## src/rtl/alu_op_issue_if.sv

```systemverilog
// Bundle of the request and issue handshake signals of the ALU operation issue stage.
// master drives requests and consumes ops; slave is the issue stage itself.
interface alu_op_issue_if #(
    parameter int OPCODE_LENGTH = 4,
    parameter int TAG_WIDTH     = 5,
    parameter int CNT_WIDTH     = 16
);
    logic                     flush;
    logic                     in_valid;
    logic                     in_ready;
    logic [1:0]               ALUOp;
    logic                     Jump;
    logic [2:0]               Funct3;
    logic [6:0]               Funct7;
    logic [TAG_WIDTH-1:0]     TagIn;
    logic                     out_valid;
    logic                     out_ready;
    logic [OPCODE_LENGTH-1:0] Operation;
    logic [TAG_WIDTH-1:0]     TagOut;
    logic                     Illegal;
    logic [CNT_WIDTH-1:0]     IllegalCnt;

    modport master (
        output flush, in_valid, ALUOp, Jump, Funct3, Funct7, TagIn, out_ready,
        input  in_ready, out_valid, Operation, TagOut, Illegal, IllegalCnt
    );

    modport slave (
        input  flush, in_valid, ALUOp, Jump, Funct3, Funct7, TagIn, out_ready,
        output in_ready, out_valid, Operation, TagOut, Illegal, IllegalCnt
    );
endinterface

```

## src/rtl/alu_op_issue.sv

```systemverilog
// ALU operation decoder feeding an elastic ID/EX issue stage (output register + skid entry).
// Optional macro ALU_OP_ILLEGAL_CNT_EN builds a saturating counter of accepted illegal ops.
module alu_op_issue #(
    parameter int OPCODE_LENGTH = 4,
    parameter int TAG_WIDTH     = 5,
    parameter int CNT_WIDTH     = 16
) (
    input  logic               clk,
    input  logic               reset,
    alu_op_issue_if.slave      bus
);

    // Returns {illegal, operation}; an illegal encoding yields operation 0000.
    function automatic logic [4:0] decode_op(
        input logic [1:0] aluop,
        input logic       jump,
        input logic [2:0] f3,
        input logic [6:0] f7
    );
        logic       f7_zero;
        logic       f7_alt;
        logic [4:0] res;
        f7_zero = (f7 == 7'b0000000);
        f7_alt  = (f7 == 7'b0100000);
        res     = 5'b1_0000;
        if (jump) begin
            res = 5'b0_1101;
        end else begin
            case (aluop)
                2'b00: res = 5'b0_0010;
                2'b01: begin
                    case (f3)
                        3'b000:  res = 5'b0_1001;
                        3'b001:  res = 5'b0_1010;
                        3'b100:  res = 5'b0_1011;
                        3'b101:  res = 5'b0_1100;
                        default: res = 5'b1_0000;
                    endcase
                end
                2'b10: begin
                    case (f3)
                        3'b000:  res = f7_zero ? 5'b0_0010 : (f7_alt ? 5'b0_0100 : 5'b1_0000);
                        3'b111:  res = f7_zero ? 5'b0_0000 : 5'b1_0000;
                        3'b110:  res = f7_zero ? 5'b0_0001 : 5'b1_0000;
                        3'b100:  res = f7_zero ? 5'b0_0011 : 5'b1_0000;
                        3'b010:  res = f7_zero ? 5'b0_0101 : 5'b1_0000;
                        3'b001:  res = f7_zero ? 5'b0_0110 : 5'b1_0000;
                        3'b101:  res = f7_zero ? 5'b0_0111 : (f7_alt ? 5'b0_1000 : 5'b1_0000);
                        default: res = 5'b1_0000;
                    endcase
                end
                2'b11: begin
                    // Immediate forms: funct7 bits are immediate data except for shifts.
                    case (f3)
                        3'b000:  res = 5'b0_0010;
                        3'b111:  res = 5'b0_0000;
                        3'b110:  res = 5'b0_0001;
                        3'b100:  res = 5'b0_0011;
                        3'b010:  res = 5'b0_0101;
                        3'b001:  res = f7_zero ? 5'b0_0110 : 5'b1_0000;
                        3'b101:  res = f7_zero ? 5'b0_0111 : (f7_alt ? 5'b0_1000 : 5'b1_0000);
                        default: res = 5'b1_0000;
                    endcase
                end
                default: res = 5'b1_0000;
            endcase
        end
        return res;
    endfunction

    logic [4:0]               dec_s;
    logic                     dec_ill_s;
    logic [OPCODE_LENGTH-1:0] dec_op_s;
    logic                     accept_s;
    logic                     out_load_s;

    logic                     out_valid_r;
    logic [OPCODE_LENGTH-1:0] out_op_r;
    logic [TAG_WIDTH-1:0]     out_tag_r;
    logic                     out_ill_r;
    logic                     skid_valid_r;
    logic [OPCODE_LENGTH-1:0] skid_op_r;
    logic [TAG_WIDTH-1:0]     skid_tag_r;
    logic                     skid_ill_r;

    assign dec_s      = decode_op(bus.ALUOp, bus.Jump, bus.Funct3, bus.Funct7);
    assign dec_ill_s  = dec_s[4];
    assign dec_op_s   = dec_s[OPCODE_LENGTH-1:0];
    assign accept_s   = bus.in_valid && !skid_valid_r;
    assign out_load_s = !out_valid_r || bus.out_ready;

    // Output register and skid entry; skid only fills while the output is stalled.
    always_ff @(posedge clk or posedge reset) begin
        if (reset) begin
            out_valid_r  <= 1'b0;
            out_op_r     <= {OPCODE_LENGTH{1'b0}};
            out_tag_r    <= {TAG_WIDTH{1'b0}};
            out_ill_r    <= 1'b0;
            skid_valid_r <= 1'b0;
            skid_op_r    <= {OPCODE_LENGTH{1'b0}};
            skid_tag_r   <= {TAG_WIDTH{1'b0}};
            skid_ill_r   <= 1'b0;
        end else if (bus.flush) begin
            out_valid_r  <= 1'b0;
            skid_valid_r <= 1'b0;
        end else if (out_load_s) begin
            if (skid_valid_r) begin
                out_valid_r  <= 1'b1;
                out_op_r     <= skid_op_r;
                out_tag_r    <= skid_tag_r;
                out_ill_r    <= skid_ill_r;
                skid_valid_r <= 1'b0;
            end else if (accept_s) begin
                out_valid_r  <= 1'b1;
                out_op_r     <= dec_op_s;
                out_tag_r    <= bus.TagIn;
                out_ill_r    <= dec_ill_s;
            end else begin
                out_valid_r  <= 1'b0;
            end
        end else if (accept_s) begin
            skid_valid_r <= 1'b1;
            skid_op_r    <= dec_op_s;
            skid_tag_r   <= bus.TagIn;
            skid_ill_r   <= dec_ill_s;
        end
    end

    assign bus.in_ready  = !skid_valid_r;
    assign bus.out_valid = out_valid_r;
    assign bus.Operation = out_op_r;
    assign bus.TagOut    = out_tag_r;
    assign bus.Illegal   = out_ill_r;

`ifdef ALU_OP_ILLEGAL_CNT_EN
    logic [CNT_WIDTH-1:0] ill_cnt_r;

    // Saturating count of illegal ops that entered the stage and survived flush.
    always_ff @(posedge clk or posedge reset) begin
        if (reset) begin
            ill_cnt_r <= {CNT_WIDTH{1'b0}};
        end else if (accept_s && dec_ill_s && !bus.flush && (ill_cnt_r != {CNT_WIDTH{1'b1}})) begin
            ill_cnt_r <= ill_cnt_r + {{(CNT_WIDTH-1){1'b0}}, 1'b1};
        end
    end

    assign bus.IllegalCnt = ill_cnt_r;
`else
    assign bus.IllegalCnt = {CNT_WIDTH{1'b0}};
`endif

endmodule

```

## src/flat_wrapper.sv

```systemverilog
// flat-port wrapper written by rule: the top's interface ports become plain ports
module alu_op_issue_flat 
#(
    parameter int OPCODE_LENGTH = 4,
    parameter int TAG_WIDTH     = 5,
    parameter int CNT_WIDTH     = 16
)
  (clk, reset, bus_flush, bus_in_valid, bus_ALUOp, bus_Jump, bus_Funct3, bus_Funct7, bus_TagIn, bus_out_ready, bus_in_ready, bus_out_valid, bus_Operation, bus_TagOut, bus_Illegal, bus_IllegalCnt);
  alu_op_issue_if #(.OPCODE_LENGTH(OPCODE_LENGTH), .TAG_WIDTH(TAG_WIDTH), .CNT_WIDTH(CNT_WIDTH)) bus_i ();
  input  logic clk;
  input  logic reset;
  input wire logic [$bits(bus_i.flush)-1:0] bus_flush;
  input wire logic [$bits(bus_i.in_valid)-1:0] bus_in_valid;
  input wire logic [$bits(bus_i.ALUOp)-1:0] bus_ALUOp;
  input wire logic [$bits(bus_i.Jump)-1:0] bus_Jump;
  input wire logic [$bits(bus_i.Funct3)-1:0] bus_Funct3;
  input wire logic [$bits(bus_i.Funct7)-1:0] bus_Funct7;
  input wire logic [$bits(bus_i.TagIn)-1:0] bus_TagIn;
  input wire logic [$bits(bus_i.out_ready)-1:0] bus_out_ready;
  output wire logic [$bits(bus_i.in_ready)-1:0] bus_in_ready;
  output wire logic [$bits(bus_i.out_valid)-1:0] bus_out_valid;
  output wire logic [$bits(bus_i.Operation)-1:0] bus_Operation;
  output wire logic [$bits(bus_i.TagOut)-1:0] bus_TagOut;
  output wire logic [$bits(bus_i.Illegal)-1:0] bus_Illegal;
  output wire logic [$bits(bus_i.IllegalCnt)-1:0] bus_IllegalCnt;
  assign bus_i.flush = bus_flush;
  assign bus_i.in_valid = bus_in_valid;
  assign bus_i.ALUOp = bus_ALUOp;
  assign bus_i.Jump = bus_Jump;
  assign bus_i.Funct3 = bus_Funct3;
  assign bus_i.Funct7 = bus_Funct7;
  assign bus_i.TagIn = bus_TagIn;
  assign bus_i.out_ready = bus_out_ready;
  assign bus_in_ready = bus_i.in_ready;
  assign bus_out_valid = bus_i.out_valid;
  assign bus_Operation = bus_i.Operation;
  assign bus_TagOut = bus_i.TagOut;
  assign bus_Illegal = bus_i.Illegal;
  assign bus_IllegalCnt = bus_i.IllegalCnt;
  alu_op_issue #(.OPCODE_LENGTH(OPCODE_LENGTH), .TAG_WIDTH(TAG_WIDTH), .CNT_WIDTH(CNT_WIDTH)) u_core (.clk(clk), .reset(reset), .bus(bus_i));
endmodule
```

## config.mk

```make
export PLATFORM = sky130hd
export DESIGN_NAME = alu_op_issue_flat
export DESIGN_NICKNAME = d
export VERILOG_FILES = /design/src/rtl/alu_op_issue_if.sv /design/src/rtl/alu_op_issue.sv /design/src/flat_wrapper.sv
export SDC_FILE = /design/constraint.sdc
export NUM_CORES = 1
export LEC_CHECK = 0
export BUFFER_PORTS_ARGS = -buffer_cell sky130_fd_sc_hd__buf_2
export CAP_MARGIN = 10
export CORE_ASPECT_RATIO = 0.6
export CORE_MARGIN = 4
export CORE_UTILIZATION = 37
export CTS_CLUSTER_SIZE = 40
export DETAILED_ROUTE_END_ITERATION = 10
export GPL_TIMING_DRIVEN = 0
export PLACE_DENSITY = 0.64
export RECOVER_POWER = 50
export SKIP_CTS_REPAIR_TIMING = 1
export SYNTH_ARGS = -nofsm -noshare
export SYNTH_HDL_FRONTEND = slang
export SYNTH_SLANG_ARGS = --single-unit
```

## constraint.sdc

```tcl
create_clock -name clk -period 1.7 [get_ports clk]
set_clock_uncertainty 0.05 [all_clocks]
set_input_delay 0.255 -clock clk [delete_from_list [all_inputs] [get_ports clk]]
set_output_delay 0.255 -clock clk [all_outputs]
set_load 0.01 [all_outputs]
```

Word-level counts from Yosys, hierarchy flattened. Index checks and enable logic that the tools add are counted.

Bits in registers: 22. Input port bits: 23. Output and inout port bits: 28. Word-level logic and storage cells: 59.

Equality and inequality tests: 10. Mux-type cells: 27. Bitwise gates (word level): 2. Reduce and logical (&&, ||, !) cells: 12.

Operators with widths (count): $pmux 5 s7 (2); $mux 5 (12); $pmux 5 s4 (2); $eq 3x3->1 const B (4); $mux 1 (9); $mux 4 (2); $eq 7x6->1 const B (1); $logic_not 7->1 (1); $reduce_and 3->1 (2); $eq 2x2->1 const B (2); $reduce_bool 2->1 (2); $eq 3x1->1 const B (1); $eq 3x2->1 const B (1); $logic_not 3->1 (1); $reduce_bool 3->1 (1); $eq 2x1->1 const B (1); $logic_not 1->1 (2); $logic_not 2->1 (1); $not 1->1 (2); $logic_and 1x1->1 (1); $logic_or 1x1->1 (1).

Longest topological paths before layout.
Word-level depth: 8. Gate-level depth with buffers: 6. Mapped depth without buffers: 5.

Worst setup path after synthesis. Ideal clock, no wire load.

Path kind: register -> register. Start: register u_core.out_valid_r (netlist: u_core.bus.out_valid). End: register u_core.skid_tag_r[0]. Setup time: 0.125 ns. Arrival time: 1.387 ns. Required time: 1.525 ns. Slack: 0.139 ns. Stages on the path, launching flop included: 5. Path buffers: 1. Cells stage by stage: dfrtp_1 > nand2b_4 > nor4b_4 > buf_4 > mux2_2.

Longest elaborated chain between the ends: 4.

Ends and longest elaborated chain: from (decl) (line alu_op_issue.sv:77) `logic out_valid_r;`; from (signal assigned) (line alu_op_issue.sv:95) `out_valid_r <= 1'b0;`; from (signal assigned) (line alu_op_issue.sv:104) `out_valid_r <= 1'b0;`; from (signal assigned) (line alu_op_issue.sv:108) `out_valid_r <= 1'b1;`; $logic_not 1->1 (line alu_op_issue.sv:90) `assign out_load_s = !out_valid_r || bus.out_ready;`; $logic_or 1x1->1 (line alu_op_issue.sv:90); $not 1->1 (no source line); $reduce_and 3->1 (no source line); to (signal assigned) (line alu_op_issue.sv:101) `skid_tag_r <= {TAG_WIDTH{1'b0}};`; to (signal assigned) (line alu_op_issue.sv:124) `skid_tag_r <= bus.TagIn;`; to (decl) (line alu_op_issue.sv:83) `logic [TAG_WIDTH-1:0] skid_tag_r;`.

Every way passes these cells. A chain may end at the register's enable or synchronous reset.

Worst setup path after layout.
Start: register u_core.skid_valid_r. End: register u_core.skid_op_r[1].

Longest elaborated chain between the ends: 3.

Ends and longest elaborated chain: from (decl) (line alu_op_issue.sv:81) `logic skid_valid_r;`; from (signal assigned) (line alu_op_issue.sv:99) `skid_valid_r <= 1'b0;`; from (signal assigned) (line alu_op_issue.sv:105) `skid_valid_r <= 1'b0;`; from (signal assigned) (line alu_op_issue.sv:112) `skid_valid_r <= 1'b0;`; $logic_not 1->1 (line alu_op_issue.sv:89) `assign accept_s = bus.in_valid && !skid_valid_r;`; $logic_and 1x1->1 (line alu_op_issue.sv:89); $reduce_and 3->1 (no source line); to (signal assigned) (line alu_op_issue.sv:100) `skid_op_r <= {OPCODE_LENGTH{1'b0}};`; to (signal assigned) (line alu_op_issue.sv:123) `skid_op_r <= dec_op_s;`; to (decl) (line alu_op_issue.sv:82) `logic [OPCODE_LENGTH-1:0] skid_op_r;`.

Every way passes these cells.

==> run_summary.xml <==
<?xml version="1.0" encoding="UTF-8"?>
<metrics>
  <group name="power_and_ir_drop">
    <metric name="post-layout-total-power" unit="mW">1.39</metric>
    <metric name="static-leakage-power" unit="nW">0.828</metric>
    <metric name="ir_worst_vdd" unit="uV">326</metric>
    <metric name="power.density" unit="mW/mm^2">809</metric>
  </group>
  <group name="clocking">
    <metric name="max-clock-path-buffers" unit="">2</metric>
    <metric name="htreeDepth" unit="">1</metric>
    <metric name="clkLatencyLatePin" unit="ps">260</metric>
    <metric name="cts.reportedPaths.clkPinSlew" unit="ps">80</metric>
    <metric name="numCtsBuffers" unit="">3</metric>
    <metric name="clk_sinks" unit="">22</metric>
    <metric name="cts_tree" unit="">done</metric>
    <metric name="root_buffer" unit="">sky130_fd_sc_hd__clkbuf_8</metric>
  </group>
  <group name="placement">
    <metric name="detailed_place_hpwl" unit="mm">2.50</metric>
    <metric name="gp_congestion" unit="">0.777</metric>
    <metric name="dp_worst_setup_slack" unit="ps">11.7</metric>
    <metric name="io_buffers" unit="">33</metric>
  </group>
  <group name="synth">
    <metric name="synth-seq-cells" unit="">22</metric>
    <metric name="post_synth.cell_area_avg" unit="um^2">9.19</metric>
    <metric name="synth.yosys.seq_area_share" unit="%">40.2</metric>
    <metric name="yosysTopAreaCellShare" unit="%">40.2</metric>
    <metric name="synthDistinctLibCells" unit="">38</metric>
    <metric name="synth_area_leader_cell" unit="">sky130_fd_sc_hd__dfrtp_1</metric>
    <metric name="synthesis.yosys.warnings" unit="">0</metric>
    <metric name="synth_top_cells_by_area" unit="">sky130_fd_sc_hd__dfrtp_1 (40%), sky130_fd_sc_hd__buf_4 (10%), sky130_fd_sc_hd__mux2_2 (5.8%)</metric>
    <metric name="syn_inst" unit="">149</metric>
    <metric name="synth.cell_area" unit="mm^2">0.00137</metric>
  </group>
  <group name="drt">
    <metric name="route.detailed.drc" unit="">0</metric>
    <metric name="route.vias.total" unit="">1202</metric>
    <metric name="avgRoutedWirePerCell" unit="um">12.9</metric>
    <metric name="firstDrtPassIters" unit="">4</metric>
    <metric name="route.detailed.vias_per_inst" unit="">4.83</metric>
    <metric name="route.antenna.remaining_nets" unit="">0</metric>
    <metric name="drt_iter0_markers" unit="">63</metric>
    <metric name="route.final.wire_length" unit="mm">3.20</metric>
  </group>
  <group name="die">
    <metric name="die_w" unit="um">86.5</metric>
    <metric name="fp.dieArea" unit="mm^2">0.00477</metric>
    <metric name="die-height" unit="um">55.1</metric>
    <metric name="num_rows" unit="">16</metric>
    <metric name="pin_count" unit="">51</metric>
    <metric name="initial_core_util" unit="%">40.2</metric>
    <metric name="fp.coreArea" unit="mm^2">0.00340</metric>
  </group>
  <group name="critical_path">
    <metric name="ff2ff_path_depth" unit="">3</metric>
    <metric name="critical_path.startpoint_type" unit="">flip-flop</metric>
    <metric name="critical_path_rt" unit="ps">1800</metric>
    <metric name="critical_path.endpoint_type" unit="">flip-flop</metric>
    <metric name="timing.setup.critical_path_class" unit="">reg -&gt; reg</metric>
    <metric name="worstPathArrival" unit="ps">1690</metric>
    <metric name="worst_path_fanout_max" unit="">10</metric>
  </group>
  <group name="timing">
    <metric name="report.final.hold_viol_count" unit="">0</metric>
    <metric name="final.period_utilization" unit="%">93.2</metric>
    <metric name="fin_setup_tns" unit="ps">0</metric>
    <metric name="max_clock_freq" unit="GHz">0.631</metric>
    <metric name="timing.slew.headroom" unit="%">44.3</metric>
    <metric name="grt_setup_unrepaired" unit="">no</metric>
    <metric name="period_needed" unit="ps">1580</metric>
    <metric name="final_report_setup_violation_count" unit="">0</metric>
    <metric name="final_critical_path_setup_slack" unit="ps">116</metric>
    <metric name="final_max_slew_viol_count" unit="">0</metric>
    <metric name="minimum_hold_slack" unit="ps">97.5</metric>
    <metric name="worst-slew-pin-transition" unit="ps">834</metric>
  </group>
  <group name="job">
    <metric name="drv.max_cap_violation_count" unit="">0</metric>
  </group>
  <group name="final_layout">
    <metric name="final_stage_net_count" unit="">228</metric>
    <metric name="area_growth_syn_to_layout" unit="%">25.7</metric>
    <metric name="post_route_cells_drive_above_1_share" unit="%">33.8</metric>
    <metric name="finalCoreUtilization" unit="%">50.6</metric>
    <metric name="antenna_cells" unit="">0</metric>
  </group>
  <group name="grt">
    <metric name="grt_antenna_before_repair" unit="">0</metric>
    <metric name="first_global_vias" unit="">1102</metric>
    <metric name="grt_start_max_net_pins" unit="">23</metric>
    <metric name="grt_overflow" unit="">0</metric>
    <metric name="track_usage" unit="%">13.6</metric>
    <metric name="first_pass_grt_wire_length" unit="mm">4.91</metric>
  </group>
  <group name="outcome">
    <metric name="run_status" unit="">complete, no violations</metric>
  </group>
  <group name="worst_hold_path">
    <metric name="hold_class" unit="">in -&gt; async</metric>
  </group>
</metrics>
-- per-stage QoR --
stage	instance area (um^2)	instances
after floorplan	1430	164
after global placement	1650	242
after detailed placement	1650	242
after CTS	1700	246
after global routing	1720	249
final	1720	249
-- cell usage in the layout, fill, tap and decap left out, drive strengths merged, types with 3 or more instances in the layout --
master,n
buf,54
dfrtp,22
nand2,16
conb,16
nor2,11
clkbuf,10
a21oi,9
o21ai,8
inv,8
mux2,8
mux2i,5
nand3,5
nor3,4
nand2b,4
o211ai,3
-- cell families after synthesis --
| logic type | count (synthesis) | synth area share, % |
|---|---|---|
| other | 1 | 0.274 |
| and+or+nand+nor | 50 | 20.4 |
| DFF | 22 | 40.2 |
| AOI/OAI and AO/OA | 31 | 14.4 |
| muxes | 13 | 10.5 |
| buffers and inverters | 32 | 14.2 |
-- worst max-delay path: stages (launching register included) --
cell                      delay [ps]
sky130_fd_sc_hd__dfrtp_1         440
sky130_fd_sc_hd__nor4b_4         400
sky130_fd_sc_hd__buf_4           250
sky130_fd_sc_hd__mux2_2          340
-- layout make-up --
| cell class | instances | area [um^2] |
|---|---|---|
| tap | 45 | 56.3 |
| clock buffer | 4 | 55.1 |
| inverter | 8 | 30.0 |
| multi-input combinational | 110 | 681 |
| fill | 340 | 1680 |
| buffer | 24 | 165 |
| sequential | 22 | 551 |
| timing repair buffer | 36 | 183 |
-- flip-flops by register name, summed over array words and instances (netlist names) --
name and flops:
u_core.skid_valid_r 1, u_core.bus.Operation 4, u_core.bus.TagOut 5, u_core.skid_tag_r 5
u_core.bus.Illegal 1, u_core.skid_op_r 4, u_core.bus.out_valid 1, u_core.skid_ill_r 1
-- per-layer routing --
metal / wire, um / track usage, %
met1: 1420 / 16.4
met4: 27 / 4.66
met5: 0 / 0
met3: 278 / 4.88
met2: 1470 / 23.2
-- cell usage after synthesis --
library cell	instances
sky130_fd_sc_hd__o311a_1	1
sky130_fd_sc_hd__nand3_1	5
sky130_fd_sc_hd__buf_1	1
sky130_fd_sc_hd__and2_1	1
sky130_fd_sc_hd__nand2b_1	3
sky130_fd_sc_hd__a221oi_1	1
sky130_fd_sc_hd__o31ai_1	2
sky130_fd_sc_hd__o31a_1	1
sky130_fd_sc_hd__nand2b_4	1
sky130_fd_sc_hd__dfrtp_1	22
sky130_fd_sc_hd__a41oi_1	1
sky130_fd_sc_hd__o211ai_1	3
sky130_fd_sc_hd__nor4b_1	1
sky130_fd_sc_hd__and3_1	1
sky130_fd_sc_hd__a31oi_1	1
sky130_fd_sc_hd__conb_1	1
sky130_fd_sc_hd__a2111oi_0	1
sky130_fd_sc_hd__a21oi_1	9
sky130_fd_sc_hd__nor3b_1	1
sky130_fd_sc_hd__a2111oi_1	1
sky130_fd_sc_hd__o22ai_1	1
sky130_fd_sc_hd__nand2_1	16
sky130_fd_sc_hd__mux2_4	1
sky130_fd_sc_hd__nor4b_4	1
sky130_fd_sc_hd__nor3_1	4
sky130_fd_sc_hd__inv_1	8
sky130_fd_sc_hd__mux2i_1	5
sky130_fd_sc_hd__clkbuf_1	2
sky130_fd_sc_hd__nor2b_1	2
sky130_fd_sc_hd__o21ai_0	8
sky130_fd_sc_hd__nand3b_1	1
sky130_fd_sc_hd__nand4_1	1
sky130_fd_sc_hd__mux2_2	7
sky130_fd_sc_hd__buf_4	19
sky130_fd_sc_hd__nor2_1	11
sky130_fd_sc_hd__nor4_4	1
sky130_fd_sc_hd__buf_2	2
sky130_fd_sc_hd__a211oi_1	1
-- final timing paths --
check,start,end,slack [ps]
worst min-delay path,reset,u_core.skid_tag_r[1],100
worst min register to register,u_core.bus.TagOut[0],u_core.bus.TagOut[0],430
worst max-delay path,u_core.skid_valid_r,u_core.skid_op_r[1],120
max in group asynchronous,reset,u_core.bus.TagOut[0],990
worst max register to register,u_core.skid_valid_r,u_core.skid_op_r[1],120
min in group clk,bus_flush,u_core.bus.out_valid,160
-- where the power goes --
| group | total (mW) | switching, mW | internal, mW |
|---|---|---|---|
| Sequential | 0.674 | 0.0528 | 0.621 |
| Combinational | 0.342 | 0.179 | 0.163 |
| Clock | 0.377 | 0.170 | 0.207 |
| Total | 1.39 | 0.402 | 0.991 |
No activity file was read; power rests on OpenSTA's default activity.
